File: src/rtl/sequence_detect_mealy.sv
// Mealy serial pattern detector. The transition table is derived from PATTERN and
// OVERLAP at elaboration; y flags the cycle in which the final pattern bit is on x.
module sequence_detect_mealy #(
    parameter int                 PAT_LEN = 4,
    parameter logic [PAT_LEN-1:0] PATTERN = 4'b1101,
    parameter bit                 OVERLAP = 1'b1
) (
    input  logic clk,
    input  logic clr,
    input  logic x,
    output logic y
);

    localparam int SW = $clog2(PAT_LEN);
    localparam int NS = 1 << SW;

    typedef enum logic [SW-1:0] {
        S0 = '0
    } stateT;

    localparam stateT LAST = stateT'(SW'(PAT_LEN - 1));

    // Longest pattern prefix that is a suffix of (first k pattern bits + b), capped
    // below PAT_LEN so that a full match falls back to its KMP failure value.
    function automatic int nextStateOf(input int k, input logic b);
        logic [16:0] s;
        int          maxJ;
        int          best;
        bit          ok;
        s = '0;
        for (int i = 0; i < k; i++) begin
            s[i] = PATTERN[PAT_LEN-1-i];
        end
        s[k] = b;
        maxJ = (k + 1 < PAT_LEN) ? k + 1 : PAT_LEN - 1;
        best = 0;
        for (int j = 1; j <= maxJ; j++) begin
            ok = 1'b1;
            for (int i = 0; i < j; i++) begin
                if (PATTERN[PAT_LEN-1-i] != s[k+1-j+i]) begin
                    ok = 1'b0;
                end
            end
            if (ok) begin
                best = j;
            end
        end
        return best;
    endfunction

    stateT r_state;
    stateT w_next;
    stateT w_nextOn0 [NS];
    stateT w_nextOn1 [NS];

    if (PAT_LEN < 2 || PAT_LEN > 16) begin : gBadLen
        $error("sequence_detect_mealy: PAT_LEN must be in 2..16");
    end

    // Encodings beyond S(PAT_LEN-1) are unreachable and route back to S0.
    for (genvar k = 0; k < NS; k++) begin : gTable
        if (k < PAT_LEN) begin : gLive
            localparam bit FULL0 = (k == PAT_LEN - 1) && (PATTERN[0] == 1'b0);
            localparam bit FULL1 = (k == PAT_LEN - 1) && (PATTERN[0] == 1'b1);
            localparam int N0    = (FULL0 && !OVERLAP) ? 0 : nextStateOf(k, 1'b0);
            localparam int N1    = (FULL1 && !OVERLAP) ? 0 : nextStateOf(k, 1'b1);
            assign w_nextOn0[k] = stateT'(SW'(N0));
            assign w_nextOn1[k] = stateT'(SW'(N1));
        end else begin : gDead
            assign w_nextOn0[k] = S0;
            assign w_nextOn1[k] = S0;
        end
    end

    always_comb begin
        w_next = S0;
        y      = 1'b0;
        if (!clr) begin
            w_next = x ? w_nextOn1[r_state] : w_nextOn0[r_state];
            if (r_state == LAST && x == PATTERN[0]) begin
                y = 1'b1;
            end
        end
    end

    always_ff @(posedge clk) begin
        if (clr) begin
            r_state <= S0;
        end else begin
            r_state <= w_next;
        end
    end

endmodule

File: config.mk
export PLATFORM = sky130hd
export DESIGN_NAME = sequence_detect_mealy
export DESIGN_NICKNAME = d
export VERILOG_FILES = /design/src/rtl/sequence_detect_mealy.sv
export SDC_FILE = /design/constraint.sdc
export NUM_CORES = 1
export LEC_CHECK = 0
export BUFFER_PORTS_ARGS = -buffer_cell sky130_fd_sc_hd__buf_2
export CORE_AREA = 2 2 39 41
export CTS_CLUSTER_SIZE = 14
export DETAILED_ROUTE_END_ITERATION = 8
export DIE_AREA = 0 0 41 43
export PLACE_DENSITY = 0.34
export RECOVER_POWER = 25
export SYNTH_ARGS = -nofsm -noshare
export SYNTH_HDL_FRONTEND = slang
export SYNTH_SLANG_ARGS = --single-unit
File: constraint.sdc
create_clock -name clk -period 1.45 [get_ports clk]
set_clock_uncertainty 0.1 [all_clocks]
set_input_delay 0.29 -clock clk [delete_from_list [all_inputs] [get_ports clk]]
set_output_delay 0.29 -clock clk [all_outputs]
set_load 0.01 [all_outputs]
-- Yosys cells after proc, flatten, opt, wreduce, memory -nomap -nowiden
Cells that the tools add are included.
- flip-flop bits (word level): 2
- latch bits: 0
- RAM bits: 0
- memory bits (read-only): 0
- input bits: 3
- output and inout bits: 1
- word-level logic and storage cells: 14
- memories kept: 0
- add/subtract/negate cells: 0
- $mul: 0
- div/mod/pow operators: 0
- order comparisons: 1
- eq/ne operators: 1
- shifts and indexed selects: 0
- mux-type cells: 9
- bitwise gates (word level): 1
- reduce and logical (&&, ||, !) cells: 1
- operators with widths (operator ; number):
    2-bit two-way mux ; 5
    2-bit binary-select mux with 2-bit select ; 2
    3-bit greater-or-equal comparator (second input constant) ; 1
    2-bit NOT with 3-bit output ; 1
    2-bit == test (second input constant) ; 1
    1-bit two-way mux ; 2
    1-bit logical AND ; 1

-- Longest topological paths before layout
Gate-level depths: netlist of the first run.
- word-level depth: 5
- mapped depth: 4
- depth with buffers taken out: 4

-- Worst setup path after synthesis of the first run
Ideal clock, no wire load.
- path type: register to output
- start point: reg r_state[1]
- end point: out y
- arrival: 0.710 ns
- data required time: 1.060 ns
- path slack: 0.350 ns
- stages on the path, launching flop included: 4
- path buffers: 0
- cell sequence: dfxtp_1 -> ha_1 -> nand2_1 -> nor2_1
- cells in the longest elaborated chain, start to end: 4
- ends and longest elaborated chain (what ; line ; text):
    start: declaration ; 51 ; stateT r_state;
    start signal: assignment ; 90 ; r_state <= w_next;
    2-bit == test ; 80 ; if (r_state == LAST && x == PATTERN[0]) begin
    1-bit logical AND ; 80 ;
    1-bit two-way mux ; 80 ;
    1-bit two-way mux ; 78 ; if (!clr) begin
    end: declaration ; 11 ; output logic y
Every way passes these cells.

-- Final worst setup path of the first run
- start point: reg r_state[0]
- end point: out y
The elaborated chain is that of the path after synthesis.

==> results of run 1 <==
==> cells in the final DEF, fill, tap and decap left out <==
cell and instances:
dfxtp_2 1, buf_2 3, mux2i_1 2, clkbuf_4 3
inv_1 2, buf_4 1, ha_1 3, nor2_1 3
nand2_1 1, a211oi_2 1, dfxtp_1 1
==> power by group <==
part	switching [mW]	internal [mW]	leakage, nW	total, mW
Combinational	0.0143	0.0145	0.0631	0.0288
Clock	0.0308	0.0913	0.0138	0.122
Sequential	0.00317	0.0603	0.0169	0.0634
Total	0.0482	0.166	0.0938	0.214
==> final cells by class <==
class / count / area, µm²
clock buffer: 3 / 22.52
inverter: 2 / 7.507
tap: 16 / 20.02
timing repair buffer: 4 / 22.52
sequential: 2 / 41.29
multi-input combinational: 10 / 85.08
fill: 161 / 1185
==> routing by layer <==
layer / GRT usage / up-vias / share of wire
met5: 0 / - / 0
met4: 0.08000 / 0 / 0
met3: 0.03141 / 0 / 0.059
met2: 0.02813 / 4 / 0.44
met1: 0.05096 / 50 / 0.50
li1: - / 60 / -
==> worst min path at each step <==
stage / cells after the start / startpoint / endpoint / slack [ns]
2_1_floorplan: 1 / clr / r_state[0] / 0.25
3_3_place_gp: 2 / clr / r_state[0] / 0.39
4_1_cts: 2 / clr / r_state[0] / 0.15
5_1_grt: 2 / clr / r_state[1] / 0.16
3_5_place_dp: 2 / clr / r_state[0] / 0.39
6_report: 2 / clr / r_state[0] / 0.16
==> timing repair <==
action | CTS | global route
endpoints found under the hold margin | 0 | 0
endpoints found under the setup margin | 1 | 1
gates resized for setup | 1 | 0
setup buffers | 0 | 1
==> logic make-up (layout without fill, tap and decap cells) <==
group / count (synthesis) / after routing / synth area share
and+or+nand+nor: 4 / 4 / 0.1132
DFF: 2 / 2 / 0.3019
adders and majority gates: 3 / 3 / 0.2830
muxes: 2 / 2 / 0.1509
buffers and inverters: 2 / 9 / 0.05662
AOI/OAI and AO/OA: 1 / 1 / 0.09432
==> synthesized netlist by cell type <==
library cell	number
nor2_1	3
a211oi_2	1
inv_1	2
dfxtp_1	2
ha_1	3
nand2_1	1
mux2i_1	2
==> metrics by stage <==
stage                     instances  hold WS (ns)  setup WS, ns
final                            37        0.1579       0.06613
after global routing             37        0.1577      0.005227
after CTS                        36        0.1463       0.04908
after detailed placement         33        0.3875        0.2433
after global placement           33        0.3898        0.2652
after floorplan                  14        0.2546        0.3499
==> results.toml, run 1 <==
[logic_synthesis]
netlist_area_um2 = 132.6
avgSynthCellArea_um2 = 9.473
syn_inst = 14
synth_seq_cells = 2
synth_warnings = 0
ys_seq_area_frac = 0.3019
synth_nets = 20
synth.distinct_cells = 7
yosys.area.top_type = "dfxtp_1"
yosysTopAreaCellShare = 0.3019
synth_area_leaders = "dfxtp_1 30%, ha_1 28%, mux2i_1 15%, a211oi_2 9.4%, nor2_1 8.5%"

[sta]
rsz0062_at_grt = "false"
timing.slew.headroom = 0.8861
worst_pin_slew_ns = 0.1661
post-route-min-period_ns = 1.384
max_freq_mhz = 722.6
fin_crit_sh = 0.9544
slew_violations = 0
setup_tns_ns = 0
setup_viol = 0
hold_viol_final = 0

[placed_design]
dpl_cell_area_um2 = 167.7
dp_hpwl_um = 192.5
io_buffers = 3
place_congestion = 0.5028

[cts]
cts_made_buffers = 3
path_clk_slew_ns = 0.03
clock-root-buffer = "clkbuf_4"
cts_buffer_depth = 2
holdBufCountCts = 0
ctsHtreeMaxLevel = 1
clkLatencyLatePin_ns = 0.22
clock-sinks = 2
cts_tree = "yes"

[pwr]
p_per_area_nw_per_um2 = 1077
totalPowerFinal_mw = 0.2143
ir_drop_mv = 0.3353
p_leak_nw = 0.09383

[status]
status = "finished, final reports clean"

[final_layout]
largest_register_ffs = 2
top_register = "r_state"
nets = 29
drive_gt1_frac = 0.4286
synthToLayoutAreaGrowth_pct = 50.00
fin_area_um2 = 198.9
antennaDiodeCount = 0
fin_util = 0.1438
top_regs = "r_state (2)"

[die]
die_area_um2 = 1763
ios = 4
die_h_um = 43
die_w_um = 41
core-area_um2 = 1384
num_rows = 14
start_util = 0.09584

[critical_path]
cp_max_fo = 3
required_ns = 1.06
timing.rr.end = "r_state[1]"
critical_path.startpoint = "r_state[0]"
endpoint = "y"
cp_slowest_cell = "dfxtp_1"
crit_path_end_kind = "primary output"
reg2regPathDepth = 5
startpoint_type = "flip-flop"
cp_cell_sequence = "ha_1 > nand2_1 > nor2_1 > buf_2"
worst-path-stages = 4
path_buf_inv = 1
timing.rr.start = "r_state[1]"
cp_data_arrival_time_ns = 0.99
cpPeakStageDelay_ns = 0.34
critical_path.top_delay_family = "flip-flops"
rrSetupSlack_ns = 0.30
crit_type = "flip-flop to primary output"

[routing]
wirelength_um = 256
firstDrtPassIters = 2
post_drt_wl_per_cell_um = 6.919
antenna_left = 0
avgViaCountPerCell = 3.081
vias = 114
drtIter0Drc = 3
drc = 0

[global_route]
grt_antenna_before_repair = 0
grt_overflow = 0
track_usage = 0.04304
grt_pass1_wl_um = 400
grt_max_degree = 5
grt_pass1_vias = 108

[job]
maxCapViolations = 0

[hold_path]
hp-class = "input pin to flip-flop"
Note: power is estimated with default switching activity, not from simulation.
==> run 2: changes to the inputs <==
- CELL_PAD_IN_SITES_DETAIL_PLACEMENT: not set -> 0
- CELL_PAD_IN_SITES_GLOBAL_PLACEMENT: not set -> 1
- PLACE_DENSITY: 0.34 -> 0.38
==> results.toml, run 2 (synthesis gave the netlist of run 1 again) <==
[critical_path]
crit_type = "flip-flop to primary output"
crit_path_end_kind = "primary output"
cp_cell_sequence = "ha_1 > nand2_1 > nor2_1 > buf_2"
required_ns = 1.06
cp_slowest_cell = "dfxtp_2"
cp_max_fo = 4
cp_data_arrival_time_ns = 0.97
cpPeakStageDelay_ns = 0.35
startpoint_type = "flip-flop"

[sta]
fin_crit_sh = 0.9360
max_freq_mhz = 736.8
slew_violations = 0
setup_slack_ns = 0.09287
rsz0062_at_grt = "false"
holdWs_ns = 0.1511
setup_viol = 0
post-route-min-period_ns = 1.357
worst_pin_slew_ns = 0.1534
timing.slew.headroom = 0.8948
hold_viol_final = 0
setup_tns_ns = 0

[global_route]
track_usage = 0.04008
grt_util_met1 = 0.05751
grt_antenna_before_repair = 0
grt_use_met3 = 0.01571
globalRouteMet2Util = 0.03125
grt_pass1_vias = 119
grt_overflow = 0
grt_pass1_wl_um = 434
top_usage_layer = "met4"
grt_max_degree = 5

[routing]
post_drt_wl_per_cell_um = 6.778
wirelength_um = 244
avgViaCountPerCell = 2.917
drtIter0Drc = 0
firstDrtPassIters = 1
antenna_left = 0
vias = 105
drc = 0

[placed_design]
place_ws_ns = 0.2747
place_congestion = 0.5522
dpl_cell_area_um2 = 167.7
dp_hpwl_um = 178.2
io_buffers = 3

[hold_path]
hp-class = "input pin to flip-flop"

[pwr]
p_leak_nw = 0.08878
ir_drop_mv = 0.3723
p_per_area_nw_per_um2 = 1100
totalPowerFinal_mw = 0.2119

[cts]
clock-sinks = 2
holdBufCountCts = 0
clkLatencyLatePin_ns = 0.22
cts_buffer_depth = 2
path_clk_slew_ns = 0.03
ctsHtreeMaxLevel = 1
cts_tree = "yes"
cts_made_buffers = 3
clock-root-buffer = "clkbuf_4"

[die]
num_rows = 14
die_h_um = 43
ios = 4
die_area_um2 = 1763
start_util = 0.09584
core-area_um2 = 1384
die_w_um = 41

[job]
maxCapViolations = 0

[final_layout]
nets = 28
drive_gt1_frac = 0.4500
final_cell_mix = "3 x nor2_1, 3 x ha_1, 3 x clkbuf_4, 3 x buf_2"
fin_area_um2 = 192.7
top_regs = "r_state (2)"
antennaDiodeCount = 0
top_register = "r_state"
largest_register_ffs = 2
synthToLayoutAreaGrowth_pct = 45.28

[status]
status = "finished, final reports clean"
==> run 2: cell types whose count changed in the layout (fill, tap and decap cells not counted), sizes merged <==
cell / delta
buf: -1
==> run 2: area by class of cell <==
cell class                 count  area (µm²)
clock buffer                   3       22.52
fill                         158        1191
inverter                       2       7.507
multi-input combinational     10       85.08
sequential                     2       42.54
tap                           16       20.02
timing repair buffer           3       15.01
==> run 2: final timing paths <==
check / from / endpoint / slack (ns) / cells past startpoint
min reg2reg: r_state[0] / r_state[0] / 0.50 / 2
max reg2reg: r_state[0] / r_state[1] / 0.36 / 4
max: r_state[1] / y / 0.09 / 4
min: clr / r_state[0] / 0.15 / 2
==> run 2: critical path, delay by kind of cell (launching register included) <==
kind                     cells  cell delay (ns)
AND/OR/NAND/NOR              2             0.12
buffers and inverters        1             0.13
adder cells (fa/ha/maj)      1             0.15
flip-flops                   1             0.35
==> run 2: per-stage QoR <==
step	std cells	util
after floorplan	14	-
after global placement	33	0.1212
after detailed placement	33	0.1212
after CTS	36	0.1374
after global routing	36	0.1392
final	36	0.1392
==> run 2: what timing repair did <==
item	in CTS	in global routing
buffers inserted	0	0
gates resized for setup	0	2
endpoints found under the setup margin	0	1
==> run 2: metal layers <==
layer / share of wire / vias up
met1: 0.56 / 43
met3: 0.070 / 0
met2: 0.37 / 4
met5: 0 / -
met4: 0 / 0
li1: - / 58
==> run 2: power by group <==
group / total, mW / leakage (nW) / switching, mW / internal (mW)
registers: 0.0650 / 0.0172 / 0.00418 / 0.0608
logic: 0.0257 / 0.0578 / 0.0133 / 0.0124
clock network: 0.121 / 0.0138 / 0.0300 / 0.0912
total: 0.212 / 0.0888 / 0.0475 / 0.164
